File: config.mk
export PLATFORM = sky130hd
export DESIGN_NAME = lfsr_feedback
export DESIGN_NICKNAME = d
export VERILOG_FILES = /design/src/rtl/lfsr_feedback.sv
export SDC_FILE = /design/constraint.sdc
export NUM_CORES = 1
export LEC_CHECK = 0
export ABC_AREA = 1
export CELL_PAD_IN_SITES_DETAIL_PLACEMENT = 0
export CELL_PAD_IN_SITES_GLOBAL_PLACEMENT = 2
export CORE_MARGIN = 1
export CORE_UTILIZATION = 15
export DETAILED_ROUTE_END_ITERATION = 8
export GPL_TIMING_DRIVEN = 0
export PLACE_DENSITY_LB_ADDON = 0.1
export SETUP_SLACK_MARGIN = 0.02
export SLEW_MARGIN = 5
export SYNTH_ARGS = -nofsm -noshare
export SYNTH_HDL_FRONTEND = slang
export SYNTH_SLANG_ARGS = --single-unit
File: constraint.sdc
create_clock -name vclk -period 1.7
set_clock_uncertainty 0.15 [all_clocks]
set_input_delay 0.34 -clock vclk [all_inputs]
set_output_delay 0.34 -clock vclk [all_outputs]
set_load 0.03 [all_outputs]
File: src/rtl/lfsr_feedback.sv
// Combinational LFSR feedback parity; shared by the generator and checker.
module lfsr_feedback #(
    parameter int nbits = 8
) (
    input  logic [nbits-1:0] state_i,
    input  logic [nbits-1:0] tap_i,
    output logic             fb_o
);

    assign fb_o = ^(state_i & tap_i);

endmodule

### Yosys cells after proc, flatten, opt, wreduce, memory -nomap -nowiden

Cells that the tools add are included.

| word-level totals | value |
|---|---|
| register bits | 0 |
| latch bits | 0 |
| bits in writable memories | 0 |
| memory bits (read-only) | 0 |
| input port bits | 16 |
| output and inout port bits | 1 |
| word-level logic and storage cells | 2 |
| memories kept | 0 |

| operators by class | value |
|---|---|
| add/subtract/negate cells | 0 |
| $mul | 0 |
| divide/modulo/power cells | 0 |
| order comparisons | 0 |
| eq/ne operators | 0 |
| shift operators | 0 |
| multiplexer cells | 0 |
| bitwise logic cells | 1 |
| reduce and logical (&&, ||, !) cells | 1 |

Operators by type and width:

| operator | count |
|---|---|
| $and A8 B8 Y8 | 1 |
| $reduce_xor A8 Y1 | 1 |

### Depth between registers and ports, before layout

Gate-level depths: netlist (run 1).

| logic depth | value |
|---|---|
| depth in word-level cells | 2 |
| gate-level depth with buffers | 8 |
| gate-level depth less buffers | 8 |

### Worst setup path after synthesis (run 1)

OpenSTA, ideal clock, no wires.

| timing | value |
|---|---|
| path type | in2out |
| start | in state_i[2] |
| end | out fb_o |
| arrival time | 0.917 ns |
| data required time | 1.210 ns |
| setup slack | 0.293 ns |
| cell stages on the path | 8 |
| path buffers | 0 |
| path through | nand2_1 > inv_2 > nand2_1 > nand2_1 > nand2_1 > nand2_1 > nand2_1 > nand2_1 |

| between the ends | value |
|---|---|
| word-level cells in the longest chain between the ends | 2 |

RTL lines:

| element | RTL line | source |
|---|---|---|
| start, declared | 5 | `input logic [nbits-1:0] state_i,` |
| $and A8 B8 Y8 | 10 | `assign fb_o = ^(state_i & tap_i);` |
| $reduce_xor A8 Y1 | 10 |  |
| end, declared | 7 | `output logic fb_o` |

Every way passes these cells.

### Final worst setup path (run 1)

| timing | value |
|---|---|
| start | in state_i[4] |
| end | out fb_o |

The elaborated chain is that of the path after synthesis.

==> metrics.md, run 1 <==
| Metric | Value |
|---|---|
| Setup fix buffers added after clock tree synthesis | `0` |
| Total routed wirelength | `~570 µm` |
| Area taken by flip-flops and latches | `0 µm²` |
| WL per Instance | `6.56 µm` |
| Critical Path Source Type | `input port` |
| Share of the clock period used by the worst path | `0.898` |
| Cell area after synthesis | `226 µm²` |
| Global placement routability congestion | `roughly 0.64` |
| Number of pins with negative max-slew slack in the final report | `0` |
| # IOs | `17` |
| Count of cell types in the netlist | `3` |
| Total number of vias | `343` |
| Hold Crit Start | `tap_i[1]` |
| Fraction of the yosys area taken by sequential cells | `0` |
| Share of final-layout standard cells stronger than drive strength 1 | `0.681` |
| Total GRT Usage | `0.0804` |
| # port buffers | `17` |
| Vias in the first global route | `295` |
| First-iteration detailed-routing DRC count | `1` |
| Die X-Extent | `40.9 µm` |
| Setup repair after global routing missed its margin | `no` |
| Area growth from synthesis to layout | `66.3%` |
| Effective utilization at floorplan | `0.168` |
| FFs & Latches | `0` |
| Largest net degree at the start of global routing | `4` |
| CP Launch Point | `state_i[4]` |
| Number of design rule violations left after detail routing | `0` |
| Number of detailed-routing iterations run before antenna repair | `2` |
| Leakage dissipation | `0.257 nW` |
| Routed Antenna Nets | `0` |
| Leading cell types by count after synthesis | `nand2_1 (39), inv_2 (8), nand2_2 (8)` |
| Core Footprint | `1350 µm²` |
| Post-layout nets | `90` |
| Total setup violations reported at the end of the flow | `0` |
| Outcome | `finished clean` |
| Final count of hold timing violations | `0` |
| Rows | `13` |
| Maximum vdd ir drop | `0.0543 mV` |
| Net count after synthesis | `71` |
| Yosys warnings | `0` |
| Data arrival time of the critical path | `1.04 ns` |
| Cell type with the largest total area after synthesis | `nand2_1` |
| Antenna Cells | `0` |
| Total power density per cell area | `between 200 and 300 nW/µm²` |
| Antenna violations before repair | `0` |
| Slew margin rel. | `0.939` |
| Gr ovfl total | `0` |
| Synthesized area divided by synthesized cell count | `4.12 µm²` |
| Synth Instances | `55` |
| Die boundary height | `40.9 µm` |
| Die footprint | `1670 µm²` |
| Worst-case hold slack | `1.13 ns` |
| Crit Path Max Fanout | `3` |
| Min Clock Period, post-route | `1.53 ns` |
| Clk_buf instances | `0` |
| Nature of the critical path endpoint | `primary output` |
| Vias per cell | `between 3 and 4` |
| Max-cap violations | `0` |
| Category of the most critical setup path | `input port to primary output` |
| First-pass GRT wire length | `between 900 and 1000 µm` |
| Estimated wirelength of the detail-placed design | `514 µm` |
| Design Area, Final | `between 300 and 400 µm²` |
| End of the critical path | `fb_o` |
| Critical Path RT | `1.21 ns` |
| Share of Yosys cell area claimed by the top area cell type | `0.646` |
| Peak Freq | `0.655 GHz` |
| DP Area | `415 µm²` |
| Most frequent cell after synthesis | `nand2_1` |
| Top post-synthesis cells by area | `nand2_1 (65%), nand2_2 (22%), inv_2 (13%)` |
| Tightest Pin Transition | `~0.091 ns` |
| Type of the most critical hold path | `input port to primary output` |
| Number of fillers in the final layout | `179` |
-- power by group --
part	switching (mW)	total, mW	internal, mW
clock	0	0	0
combinational	0.0593	0.104	0.0450
sequential	0	0	0
-- logic make-up after synthesis --
logic type | share of synthesized area
AND/OR/NAND/NOR | 0.867
buffers and inverters | 0.133
-- per-stage QoR --
stage	setup slack (ns)	TNS [ns]	instances	util	power, mW
floorplan	0.293	0	55	-	0.0563
global placement	-0.756	-0.756	87	0.308	0.111
detailed placement	-0.745	-0.745	87	0.308	0.111
CTS	0.0204	0	87	0.304	0.103
global route	0.0529	0	87	0.279	0.120
finish	0.174	0	87	0.279	0.104
-- worst min-delay path by stage --
stage / depth (start not counted) / endpoint / slack [ns]
detailed placement: 10 / fb_o / 1.96
finish: 9 / fb_o / 1.13
CTS: 9 / fb_o / 1.24
global route: 9 / fb_o / 1.22
global placement: 10 / fb_o / 1.96
floorplan: 7 / fb_o / 0.99
-- cells in the final DEF (no fill, tap or decap) --
cell type | synthesis | layout
nand2_1 | 39 | 23
clkbuf_2 | 0 | 16
buf_6 | 0 | 1
inv_2 | 8 | 8
nand2_2 | 8 | 24
-- area by class of cell --
class	count	area (µm²)	share of cell area
multi-input cells	47	236	0.628
repair buffers	17	91.3	0.243
inverters	8	30.0	0.0797
well taps	15	18.8	0.0498
-- critical path: stages --
cell      delay, ns
clkbuf_2       0.08
nand2_2        0.09
inv_2          0.05
nand2_2        0.06
nand2_2        0.05
nand2_1        0.06
nand2_1        0.04
nand2_1        0.05
nand2_1        0.06
buf_6          0.13
-- what timing repair did --
| item | in CTS | in global routing |
|---|---|---|
| cloned | 0 | 0 |
| gates resized for setup | 32 | 39 |
| pin swaps | 28 | 26 |
| endpoints found under the hold margin | 0 | 0 |
| hold buffers | 0 | 0 |
| endpoints found under the setup margin | 1 | 1 |
-- routing by layer --
layer | global-route usage | wire length [µm]
met2 | 0.168 | 281
met3 | 0 | 40
met4 | 0 | 0
met1 | 0.0929 | 249
met5 | 0 | 0
Power figures use the tool's default switching activity.
==> run 2, diff against run 1 <==
- SETUP_SLACK_MARGIN: 0.02 -> 0.2
- clock period: 1.7 -> 1.78 ns (I/O delays scaled with it)
==> run 2 against run 1 <==
Design area is 40% higher. Final cell count stayed put. Global-route usage is 0.11 points higher. Highest routed layer unchanged.
==> metrics.md, run 2 (synthesis results as in run 1) <==
| Metric | Value |
|---|---|
| Outcome | `finished clean (unchanged)` |
| Instance count after placement with tap cells included | `87 (unchanged)` |
| Vias per cell | `3.95 (was 3.94)` |
| Slowest library cell on the worst path | `buf_6 (unchanged)` |
| Total GRT Usage | `0.0815 (was 0.0804)` |
| Number of pins with negative max-slew slack in the final report | `0 (unchanged)` |
| Total setup violations reported at the end of the flow | `0 (unchanged)` |
| First-pass GRT wire length | `986 µm (was 972 µm)` |
| Maximum vdd ir drop | `0.0740 mV (was 0.0543 mV)` |
| Area taken by flip-flops and latches | `0 µm² (unchanged)` |
| Library cell appearing most often on the critical path | `nand2_1 (unchanged)` |
| Die X-Extent | `40.9 µm (unchanged)` |
| Fin Setup TNS | `0 ns (unchanged)` |
| Effective utilization at floorplan | `0.168 (unchanged)` |
| Global placement routability congestion | `0.636 (unchanged)` |
| Largest incremental delay on the critical path | `0.14 ns (was 0.13 ns)` |
| Share of the clock period used by the worst path | `0.866` |
| # IOs | `17 (unchanged)` |
| Rows | `13 (unchanged)` |
| Clk_buf instances | `0 (unchanged)` |
| Vias in the first global route | `295 (unchanged)` |
| Area growth from synthesis to layout | `133% (was 66.3%)` |
| # port buffers | `17 (unchanged)` |
| Type of the most critical hold path | `input port to primary output (unchanged)` |
| Commonest cells after routing, fill and taps aside | `nand2_1 (21), nand2_2 (18), buf_6 (17) (was nand2_2 (24), nand2_1 (23), clkbuf_2 (16))` |
| Peak Freq | `0.649 GHz` |
| Category of the most critical setup path | `input port to primary output (unchanged)` |
| Post-layout nets | `90 (unchanged)` |
| Largest net degree at the start of global routing | `4 (unchanged)` |
| Tightest Pin Transition | `0.0768 ns (was 0.0914 ns)` |
| Total number of vias | `344 (was 343)` |
| Number of detailed-routing iterations run before antenna repair | `2 (unchanged)` |
| Total power density per cell area | `253 nW/µm² (was 277 nW/µm²)` |
| Estimated wirelength of the detail-placed design | `514 µm (unchanged)` |
| FFs & Latches | `0 (unchanged)` |
| WL per Instance | `6.56 µm (unchanged)` |
| Core Footprint | `1350 µm² (unchanged)` |
| Routed Antenna Nets | `0 (unchanged)` |
| Slew margin rel. | `0.949 (was 0.939)` |
| Die footprint | `1670 µm² (unchanged)` |
| Antenna Cells | `0 (unchanged)` |
| Worst-case hold slack | `1.12 ns (was 1.13 ns)` |
| Data arrival time of the critical path | `1.04 ns (about the same)` |
| Min Clock Period, post-route | `between 1.5 and 2 ns` |
| Critical Path Source Type | `input port (unchanged)` |
| Series of cell instances along the critical path | `buf_6 > nand2_4 > inv_2 > nand2_2 > nand2_2 > nand2_1 > nand2_1 > nand2_1 > nand2_1 > buf_6 (was clkbuf_2 > nand2_2 > inv_2 > nand2_2 > nand2_2 > nand2_1 > nand2_1 > nand2_1 > nand2_1 > buf_6)` |
| Setup fix buffers added after clock tree synthesis | `0 (unchanged)` |
| Number of design rule violations left after detail routing | `0 (unchanged)` |
| Antenna violations before repair | `0 (unchanged)` |
| Final count of hold timing violations | `0 (unchanged)` |
| Leading cell type in the layout, fill and taps excluded | `nand2_1 (was nand2_2)` |
| Leakage dissipation | `0.324 nW (was 0.257 nW)` |
| Layout Cells excl Fill | `87 (unchanged)` |
| Nature of the critical path endpoint | `primary output (unchanged)` |
| Crit Path Max Fanout | `3 (unchanged)` |
| Setup repair after global routing missed its margin | `yes (was no)` |
| Total routed wirelength | `571 µm (unchanged)` |
| Critical Path RT | `1.27 ns (was 1.21 ns)` |
| Gr ovfl total | `0 (unchanged)` |
| Max-cap violations | `0 (unchanged)` |
| Die boundary height | `40.9 µm (unchanged)` |
| Share of final-layout standard cells stronger than drive strength 1 | `0.708 (was 0.681)` |
| Number of fillers in the final layout | `152 (was 179)` |
| First-iteration detailed-routing DRC count | `3 (was 1)` |
## run 2: changes by cell type in the layout (fill, tap and decap cells not counted), moves of 6 or more
cell and change:
nand2_2 -6, nand2_4 +8, clkbuf_2 -16, buf_6 +16
## run 2: cell type report
class | count | area [µm²] | share of cell area
Timing Repair Buffer | 17 | 191 | 0.363
Tap cell | 15 | 18.8 | 0.0356
Inverter | 8 | 35.0 | 0.0665
Multi-Input combinational cell | 47 | 282 | 0.534
## run 2: path summary, 6_finish.rpt
check | depth (start not counted) | to | start
min | 9 | fb_o | state_i[3]
max | 10 | fb_o | state_i[2]
## run 2: per-stage QoR
step / total power [mW] / setup slack, ns / instance area (µm²) / util
2_1_floorplan: 0.0537 / 0.341 / 226 / -
3_5_place_dp: 0.106 / -0.697 / 415 / 0.308
4_1_cts: 0.0971 / 0.201 / 369 / 0.273
5_1_grt: 0.150 / 0.144 / 527 / 0.390
3_3_place_gp: 0.106 / -0.708 / 415 / 0.308
6_report: 0.133 / 0.238 / 527 / 0.390
## run 2: power breakdown
group / internal [mW] / total [mW] / switching [mW]
registers: 0 / 0 / 0
clock network: 0 / 0 / 0
logic: 0.0691 / 0.133 / 0.0643
total: 0.0691 / 0.133 / 0.0643
## run 2: critical path: cells and delay by family
family        cells  cell delay, ns
buf+inv           3            0.29
simple gates      7            0.41
## run 2: what timing repair did
| item | CTS | global route |
|---|---|---|
| resized for setup | 63 | 37 |
| cloned | 0 | 0 |
| hold buffers | 0 | 0 |
| endpoints found under the setup margin | 1 | 1 |
| pin swaps | 28 | 23 |
| endpoints found under the hold margin | 0 | 0 |
## run 2: per-layer routing
| metal | routed length, µm | global-route usage | share of wire | up-vias |
|---|---|---|---|---|
| li1 | - | - | - | 194 |
| met4 | 0 | 0 | 0 | 0 |
| met5 | 0 | 0 | 0 | - |
| met3 | 40 | 0 | 0.070 | 0 |
| met1 | 245 | 0.0962 | 0.43 | 140 |
| met2 | 284 | 0.168 | 0.50 | 10 |
